## config.mk

```make
export PLATFORM = sky130hd
export DESIGN_NAME = clk_div_multi_flat
export DESIGN_NICKNAME = d
export VERILOG_FILES = /design/src/rtl/clk_div_pkg.sv /design/src/rtl/clk_div_multi_if.sv /design/src/rtl/clk_div_chan.sv /design/src/rtl/clk_div_multi.sv /design/src/flat_wrapper.sv
export SDC_FILE = /design/constraint.sdc
export NUM_CORES = 1
export LEC_CHECK = 0
export BUFFER_PORTS_ARGS = -buffer_cell sky130_fd_sc_hd__buf_4
export CAP_MARGIN = 10
export CELL_PAD_IN_SITES_DETAIL_PLACEMENT = 2
export CELL_PAD_IN_SITES_GLOBAL_PLACEMENT = 2
export CORE_MARGIN = 2
export CORE_UTILIZATION = 41
export CTS_CLUSTER_DIAMETER = 200
export DETAILED_ROUTE_END_ITERATION = 8
export PLACE_DENSITY_LB_ADDON = 0.05
export SKIP_LAST_GASP = 1
export SYNTH_ARGS = -nofsm -noshare
export SYNTH_HDL_FRONTEND = slang
export SYNTH_HIERARCHICAL = 1
export SYNTH_SLANG_ARGS = --single-unit
```

## constraint.sdc

```tcl
create_clock -name clk_in -period 8.1 [get_ports clk_in]
set_input_delay 1.215 -clock clk_in [delete_from_list [all_inputs] [get_ports clk_in]]
set_output_delay 1.215 -clock clk_in [all_outputs]
set_load 0.03 [all_outputs]
```

## src/rtl/clk_div_pkg.sv

```systemverilog
// rtl/clk_div_pkg.sv - shared constants and helpers for the multi-channel clock divider
//
// Purpose : constants and the half-period helper used by every divider channel.
// Contents: MIN_DIV  - smallest divisor that produces a running output
//           CH_IDX_W - width of the channel index on the write bus
//           ceil_half(D) - number of high cycles in a period of D cycles
package clk_div_pkg;

  localparam int MIN_DIV  = 2;
  localparam int CH_IDX_W = 3;

  // High phase gets the extra cycle for odd divisors (D=5 -> 3 high, 2 low).
  function automatic int unsigned ceil_half(input int unsigned d);
    return d - (d >> 1);
  endfunction

endpackage

```

## src/rtl/clk_div_multi_if.sv

```systemverilog
// rtl/clk_div_multi_if.sv - divisor write / sync bus for the multi-channel clock divider
//
// Purpose : groups the control inputs of clk_div_multi.
// Signals : wr_en  - divisor write strobe
//           wr_ch  - target channel index (out-of-range indices are ignored)
//           wr_div - new divisor value
//           sync   - restart every channel at count 0
// Modports: master drives the bus, slave (the divider) receives it.
interface clk_div_multi_if
  import clk_div_pkg::*;
#(
  parameter int DIV_W = 8
);

  logic                wr_en;
  logic [CH_IDX_W-1:0] wr_ch;
  logic [DIV_W-1:0]    wr_div;
  logic                sync;

  modport master (output wr_en, output wr_ch, output wr_div, output sync);
  modport slave  (input  wr_en, input  wr_ch, input  wr_div, input  sync);

endinterface

```

## src/rtl/clk_div_chan.sv

```systemverilog
// rtl/clk_div_chan.sv - one programmable clock divider channel
//
// Purpose : divides clk_in by a runtime divisor, glitch-free divisor changes.
// Ports   : clk_in  in  - clock, rising edge
//           reset   in  - asynchronous active-low reset
//           wr      in  - load wr_div into the shadow divisor
//           wr_div  in  - new divisor
//           sync    in  - restart the period at count 0
//           clk_out out - divided clock, registered
//           tick    out - one-cycle strobe at the start of each high phase
import clk_div_pkg::*;

module clk_div_chan #(
  parameter int DIV_W       = 8,
  parameter int DEFAULT_DIV = 12
) (
  input  logic             clk_in,
  input  logic             reset,
  input  logic             wr,
  input  logic [DIV_W-1:0] wr_div,
  input  logic             sync,
  output logic             clk_out,
  output logic             tick
);

  logic [DIV_W-1:0] shadow, active, cnt;
  logic [DIV_W-1:0] shadow_nx, active_nx, cnt_nx;
  logic             en_cur, en_nx, clk_nx, tick_nx;

  always_comb begin
    shadow_nx = shadow;
    active_nx = active;
    cnt_nx    = cnt;
    en_cur    = (active >= DIV_W'(MIN_DIV));

    if (wr) begin
      shadow_nx = wr_div;
    end

    // Period boundary: sync, a disabled channel, or the last count of the period.
    // The pre-write shadow is loaded, so a write landing on a boundary edge
    // takes effect one period later.
    if (sync || !en_cur || (cnt == active - DIV_W'(1))) begin
      cnt_nx    = '0;
      active_nx = shadow;
    end else begin
      cnt_nx    = cnt + DIV_W'(1);
    end

    en_nx   = (active_nx >= DIV_W'(MIN_DIV));
    clk_nx  = en_nx && (32'(cnt_nx) < ceil_half(32'(active_nx)));
    tick_nx = en_nx && (cnt_nx == '0);
  end

  // cnt starts at DEFAULT_DIV-1 so the first edge after reset wraps and
  // begins a high phase immediately.
  always_ff @(posedge clk_in or negedge reset) begin
    if (!reset) begin
      shadow  <= DIV_W'(DEFAULT_DIV);
      active  <= DIV_W'(DEFAULT_DIV);
      cnt     <= DIV_W'(DEFAULT_DIV - 1);
      clk_out <= 1'b0;
      tick    <= 1'b0;
    end else begin
      shadow  <= shadow_nx;
      active  <= active_nx;
      cnt     <= cnt_nx;
      clk_out <= clk_nx;
      tick    <= tick_nx;
    end
  end

endmodule

```

## src/rtl/clk_div_multi.sv

```systemverilog
// rtl/clk_div_multi.sv - multi-channel programmable clock divider
//
// Purpose : NUM_CH independent divided clocks from clk_in, each with its own
//           runtime divisor and tick strobe; sync phase-aligns all channels.
// Ports   : clk_in  in  - single clock, rising edge
//           reset   in  - asynchronous active-low reset
//           bus     slv - wr_en / wr_ch / wr_div / sync control bus
//           clk_out out - NUM_CH divided clocks, registered
//           tick    out - NUM_CH one-cycle strobes at each high-phase start
import clk_div_pkg::*;

module clk_div_multi #(
  parameter int NUM_CH      = 4,
  parameter int DIV_W       = 8,
  parameter int DEFAULT_DIV = 12
) (
  input  logic              clk_in,
  input  logic              reset,
  clk_div_multi_if.slave    bus,
  output logic [NUM_CH-1:0] clk_out,
  output logic [NUM_CH-1:0] tick
);

  logic [NUM_CH-1:0] wr;

  for (genvar i = 0; i < NUM_CH; i++) begin : g_ch
    // Indices at or above NUM_CH match no channel and are dropped.
    assign wr[i] = bus.wr_en && (bus.wr_ch == CH_IDX_W'(i));

    clk_div_chan #(
      .DIV_W       (DIV_W),
      .DEFAULT_DIV (DEFAULT_DIV)
    ) u_chan (
      .clk_in  (clk_in),
      .reset   (reset),
      .wr      (wr[i]),
      .wr_div  (bus.wr_div),
      .sync    (bus.sync),
      .clk_out (clk_out[i]),
      .tick    (tick[i])
    );
  end

endmodule

```

## src/flat_wrapper.sv

```systemverilog
// flat-port wrapper written by rule: the top's interface ports become plain ports
module clk_div_multi_flat 
#(
  parameter int NUM_CH      = 4,
  parameter int DIV_W       = 8,
  parameter int DEFAULT_DIV = 12
)
  (clk_in, reset, clk_out, tick, bus_wr_en, bus_wr_ch, bus_wr_div, bus_sync);
  clk_div_multi_if #(.DIV_W(DIV_W)) bus_i ();
  input  logic clk_in;
  input  logic reset;
  output logic [NUM_CH-1:0] clk_out;
  output logic [NUM_CH-1:0] tick;
  input wire logic [$bits(bus_i.wr_en)-1:0] bus_wr_en;
  input wire logic [$bits(bus_i.wr_ch)-1:0] bus_wr_ch;
  input wire logic [$bits(bus_i.wr_div)-1:0] bus_wr_div;
  input wire logic [$bits(bus_i.sync)-1:0] bus_sync;
  assign bus_i.wr_en = bus_wr_en;
  assign bus_i.wr_ch = bus_wr_ch;
  assign bus_i.wr_div = bus_wr_div;
  assign bus_i.sync = bus_sync;
  clk_div_multi #(.NUM_CH(NUM_CH), .DIV_W(DIV_W), .DEFAULT_DIV(DEFAULT_DIV)) u_core (.clk_in(clk_in), .reset(reset), .bus(bus_i), .clk_out(clk_out), .tick(tick));
endmodule
```

==> flow_summary.toml, run 1 <==
[die]
rows = 52
dieArea_um2 = 21900
start_util = 0.419
core_area_um2 = 20300
die-width_um = 148
io_pins = 23
die_y_um = 148

[yosys]
yosysUniqueCellTypes = 67
synth_top_area_cell = "dfrtp_1"
postSynthCellCount = 923
synthTopCellsByArea = "dfrtp_1 (22%), ha_1 (11%), dfstp_2 (8.7%)"
ys_ff_latch = 104
synth-edff-count = 0
synth.most_common_cell = "nor2_1"
synth_top_family_by_area = "simple AND/OR/NAND/NOR gates"
synth_ff_type = "dfrtp_1"
synth-simple-area-share = 0.213
syn_nets = 1018
synth_top_area_frac = 0.224
async_reset_ff_frac = 1.00
synth.cell_area_um2 = 8500
synth_mux_area_frac = 0.0649
postSynthAreaPerCell_um2 = 9.20
ys_warn_count = 6
synth_xor_area_frac = 0.0810
synth_fa_ha_area_frac = 0.121
yosysSeqAreaShare = 0.310
synth-compound-area-share = 0.159
ys_top_cells_by_count = "nor2_1 (87), dfrtp_1 (76), ha_1 (76)"

[cts]
cts_resized = 0
root_buffer = "clkbuf_16"
cts_setup_buffers = 0
cts.sinks = 104
htree_levels = 3
clock_path_buffers = 2
clk_pin_slew_ps = 80
clkLatencyLatePin_ps = 360
numCtsBuffers = 9
cts_tree = "yes"
cts_hold_buf = 0

[timing]
setup-tns-final_ps = 0
drv_slew = 0
hold_viol = 0
worst_slew_pin_slew_ps = 999
clock_skew_ps = 13.2
fmax_mhz = 152
period_needed_ps = 6590
holdWs_ps = 508
slew_headroom = 0.332
setup_viol = 0
rsz0062_at_grt = "false"
period_share = 0.813

[placed_design]
dpl.hpwl_um = 20500
place_area_um2 = 8800
portBuffers = 22
finalWeightedCongestion = 0.892

[worst_setup_path]
cp_max_fo = 21
rr_worst_depth = 19
start_kind = "register"
critPathCaptureType = "register"
required_ps = 8370
crit_type = "register to register"
worst-endpoint-arrival_ps = 6860

[detailed_routing]
vias = 7010
remaining_drc_errors = 0
drt_first_iter_violations = 329
drt-pass1-iter-count = 4
detail_route.wl_per_cell_um = 21.8
ant_nets = 0
routed_via_density = 5.86
routed_wl_um = 26100

[outcome]
run_status = "complete, no violations"

[grt]
antenna_found_initial = 0
grt_pass1_wl_um = 43000
grtUsageTotal = 0.246
first_global_vias = 7865
grt-ovfl-total = 0
grt_max_degree = 56

[power]
power_w = 0.00308
p_per_area_nw_per_um2 = 340
ir_drop_uv = 169
power_leakage_nw = 3.93

[run]
maxCapViolCount = 0

[final_layout]
layout-drive-gt1-share = 0.156
area_growth_syn_to_layout_pct = 6.83
nNetsFinal = 1016
nFillCells = 2237
final_util = 0.447
design_area_um2 = 9080
diodes = 0

[hold_path]
hold_path_class = "register to register"
min_delay_path_depth = 1
-- cell families after synthesis --
logic type,count (synthesis)
buffers and inverters,95
muxes,51
and+or+nand+nor,337
AOI/OAI and AO/OA,179
DFF,104
xor gates and xnor gates,77
adders and majority gates,80
-- final cells by class --
type	count	area [um2]	area share
multi-input cells	724	5430	0.599
inverters	59	221	0.0244
well taps	270	338	0.0372
flip-flops and latches	104	2640	0.291
clock inverters	7	48.8	0.00538
repair buffers	23	173	0.0190
clock buffers	9	225	0.0248
-- worst paths after layout --
check	slack, ps	to	from
min reg2reg	510	u_core/g_ch[2].u_chan/shadow[1]	u_core/g_ch[2].u_chan/shadow[1]
min in group asynchronous	900	u_core/g_ch[3].u_chan/cnt[4]	reset
max reg2reg	1510	u_core/g_ch[1].u_chan/clk_out	u_core/g_ch[1].u_chan/active[4]
max	1510	u_core/g_ch[1].u_chan/clk_out	u_core/g_ch[1].u_chan/active[4]
max in group asynchronous	6010	u_core/g_ch[0].u_chan/cnt[4]	reset
min	510	u_core/g_ch[2].u_chan/shadow[1]	u_core/g_ch[2].u_chan/shadow[1]
-- sequential cells by signal (all words and copies together), names as in the netlist --
name and cells:
u_core/g_ch.u_chan/cnt 32, u_core/g_ch.u_chan/active 32, u_core/g_ch.u_chan/clk_out 4, u_core/g_ch.u_chan/shadow 32
u_core/g_ch.u_chan/tick 4
-- through the flow --
step,instances,setup WS [ps]
2_1_floorplan,923,2490
3_3_place_gp,1180,1810
3_5_place_dp,1180,1540
4_1_cts,1196,1530
5_1_grt,1196,1180
6_report,1196,1510
-- critical path, stage by stage (launching register included) --
cell and delay [ps]:
dfrtp_1 480, or4_4 600, or4_4 510, a2111oi_4 470, o311ai_4 230, nand2_2 420
o21ai_0 370, ha_1 330, fa_1 430, or2_2 320, a22oi_1 250, nand3_1 140
a21oi_1 280, or4_1 160, o211ai_1 110, ha_1 320, a21o_1 190, a211o_1 310
a2111o_1 390, a32oi_1 190
-- cells in the final DEF (no fill, tap or decap), types with 18 or more instances in the layout --
cell type	n
inv_1	55
ha_1	76
nor2_1	87
nand3_1	55
buf_4	23
dfstp_2	28
nand2_1	45
a21oi_1	31
xnor2_1	54
mux2_2	33
xor2_1	22
a31oi_1	22
dfrtp_1	76
mux2i_1	18
o21ai_0	36
-- power breakdown --
group          internal [W]  leakage, nW  switching [W]
clock network      0.000209        0.135       0.000216
logic              0.000744         2.55        0.00104
registers          0.000665         1.24       0.000211
-- layer usage --
| metal | vias to the layer above | part of all wire | wire length [um] | track usage |
|---|---|---|---|---|
| met5 | - | 0 | 0 | 0 |
| li1 | 3335 | - | - | - |
| met1 | 3600 | 0.47 | 12200 | 0.324 |
| met2 | 59 | 0.51 | 13300 | 0.441 |
| met3 | 16 | 0.014 | 372 | 0.0201 |
| met4 | 0 | 0.010 | 268 | 0.0543 |
No activity file was read; power rests on OpenSTA's default activity.
==> run 2: changes to the inputs <==
ABC_AREA = 1   (was not set)
CORE_UTILIZATION = 38   (was 41)
clock period = 6.7 ns   (was 8.1 ns; I/O delays follow)
==> run 2 against run 1 <==
Against the previous run:
- final area up 4.5%
- via count rose by 7.7%
- utilization decreased by 3.0 points
==> flow_summary.toml, run 2 <==
[outcome]
run_status = "complete, no violations"

[cts]
root_buffer = "clkbuf_16"
cts_setup_buffers = 0
htree_levels = 3
clk_pin_slew_ps = 70
cts_tree = "yes"
cts_hold_buf = 0
cts.sinks = 104
numCtsBuffers = 9
cts_resized = 0
clock_path_buffers = 2
clkLatencyLatePin_ps = 350

[yosys]
ys_ff_latch = 104
synth_top_area_cell = "dfrtp_1"
synth_top_area_frac = 0.216
synth_ff_type = "dfrtp_1"
syn_nets = 1281
yosysSeqAreaShare = 0.299
synth.cell_area_um2 = 8810
yosysUniqueCellTypes = 44
synthTopCellsByArea = "dfrtp_1 (22%), nand2_1 (14%), ha_1 (11%)"
synth.most_common_cell = "nand2_1"
ys_warn_count = 6
postSynthCellCount = 1186
ys_top_cells_by_count = "nand2_1 (330), inv_1 (161), nand3_1 (88)"
async_reset_ff_frac = 1.00
postSynthAreaPerCell_um2 = 7.43
synth-edff-count = 0

[detailed_routing]
detail_route.wl_per_cell_um = 17.1
routed_wl_um = 25700
ant_nets = 0
remaining_drc_errors = 0
drt-pass1-iter-count = 4
vias = 7552
routed_via_density = 5.04
drt_first_iter_violations = 253

[grt]
grt_pass1_wl_um = 43400
grtUsageTotal = 0.224
first_global_vias = 8346
grt_max_degree = 56
antenna_found_initial = 0
grt-ovfl-total = 0

[die]
start_util = 0.388
rows = 55
core_area_um2 = 22700
io_pins = 23
dieArea_um2 = 24400
die-width_um = 156
die_y_um = 156

[worst_setup_path]
required_ps = 6980
cp_max_fo = 21
start_kind = "register"
crit_type = "register to register"
critPathCaptureType = "register"
worst-endpoint-arrival_ps = 4590

[placed_design]
finalWeightedCongestion = 0.789
dp_slack_ps = 2230
portBuffers = 22
dpl.hpwl_um = 21000

[power]
power_w = 0.00286
ir_drop_uv = 125
p_per_area_nw_per_um2 = 301
power_leakage_nw = 4.88

[timing]
drv_slew = 0
rsz0062_at_grt = "false"
worst_slew_pin_slew_ps = 946
setup-tns-final_ps = 0
hold_viol = 0
period_needed_ps = 4310
slew_headroom = 0.367
fmax_mhz = 232
setup_viol = 0
clock_skew_ps = 9.10
period_share = 0.643
final.setup.worst_slack_ps = 2390

[hold_path]
hold_path_class = "register to register"

[final_layout]
diodes = 0
layout_common_cells = "nand2_1 (330), inv_1 (161), nand3_1 (88), nor2_1 (85)"
layout_commonest_cell = "nand2_1"
layout-drive-gt1-share = 0.193
largest_registers = "u_core/g_ch.u_chan/active (32), u_core/g_ch.u_chan/cnt (32), u_core/g_ch.u_chan/shadow (32)"
nNetsFinal = 1304
area_growth_syn_to_layout_pct = 7.66

[run]
maxCapViolCount = 0
-- run 2: changes by cell type in the layout (fill, tap and decap cells not counted), moves of 15 or more --
cell      previous run  this run
nand3_1             55        88
inv_1               55       161
mux2_2              33         4
nand2_1             45       330
nand2b_1            15         0
inv_2                4        20
nand2_4              0        31
nand2_2              4        40
mux2i_1             18         0
nor2_2               0        23
xnor2_1             54        16
a31oi_1             22         0
-- run 2: layout make-up --
class                      count  area (um2)
timing repair buffer          23         173
clock inverter                 2        12.5
sequential                   104        2640
clock buffer                  14         274
inverter                     182         686
tap                          285         357
fill                        2755       13200
multi-input combinational    889        5340
-- run 2: per-stage QoR --
| stage | hold WS (ps) | instances | util | cell area (um2) |
|---|---|---|---|---|
| after floorplan | 469 | 1186 | - | 8810 |
| after global placement | 487 | 1483 | 0.405 | 9200 |
| after detailed placement | 504 | 1483 | 0.405 | 9200 |
| after CTS | 519 | 1499 | 0.418 | 9480 |
| after global routing | 539 | 1499 | 0.418 | 9480 |
| final | 517 | 1499 | 0.418 | 9480 |
-- run 2: worst max-delay path, stage by stage, from the launching register on --
cell and delay (ps):
dfrtp_1 420, inv_1 210, ha_1 290, or2_2 300
nand3_1 110, nor2_2 50, nand3_2 80, nor2_4 40
nand2_4 120, nand2_4 200, nand2_1 140, o21ai_0 180
ha_1 290, fa_1 410, nor2_1 110, nand2_1 80
a21oi_1 210, nor2_1 60, nand2_1 60, nand2_1 50
ha_1 260, nand2_1 80, nor2_1 50, a211oi_1 180
nand2_1 80, a21oi_1 140
-- run 2: kinds of logic after synthesis --
group	Yosys count	share of synthesized area
simple gates	649	0.362
buf+inv	193	0.0939
compound gates	119	0.0841
flops	104	0.299
fa+ha+maj	80	0.117
xor+xnor	37	0.0385
mux	4	0.00511
-- run 2: final timing paths --
check / end / cells past startpoint / startpoint / slack (ps)
max: u_core/g_ch[1].u_chan/clk_out / 25 / u_core/g_ch[1].u_chan/active[0] / 2390
min: u_core/g_ch[3].u_chan/shadow[1] / 1 / u_core/g_ch[3].u_chan/shadow[1] / 520
max reg2reg: u_core/g_ch[1].u_chan/clk_out / 25 / u_core/g_ch[1].u_chan/active[0] / 2390
min reg2reg: u_core/g_ch[3].u_chan/shadow[1] / 1 / u_core/g_ch[3].u_chan/shadow[1] / 520
max in group asynchronous: u_core/g_ch[0].u_chan/shadow[6] / 2 / reset / 4830
min in group asynchronous: u_core/g_ch[2].u_chan/clk_out / 1 / reset / 720
-- run 2: report_power, final --
| part | switching (W) | total (W) | leakage [nW] | internal [W] |
|---|---|---|---|---|
| registers | 0.000110 | 0.000864 | 1.23 | 0.000755 |
| logic | 0.000948 | 0.00146 | 3.51 | 0.000517 |
| clock network | 0.000245 | 0.000529 | 0.139 | 0.000283 |
-- run 2: metal layers --
layer,vias up,part of all wire,GRT usage
li1,3780,-,-
met1,3718,0.47,0.292
met2,36,0.51,0.404
met3,18,0.012,0.0194
met4,0,0.010,0.0463
met5,-,0,0
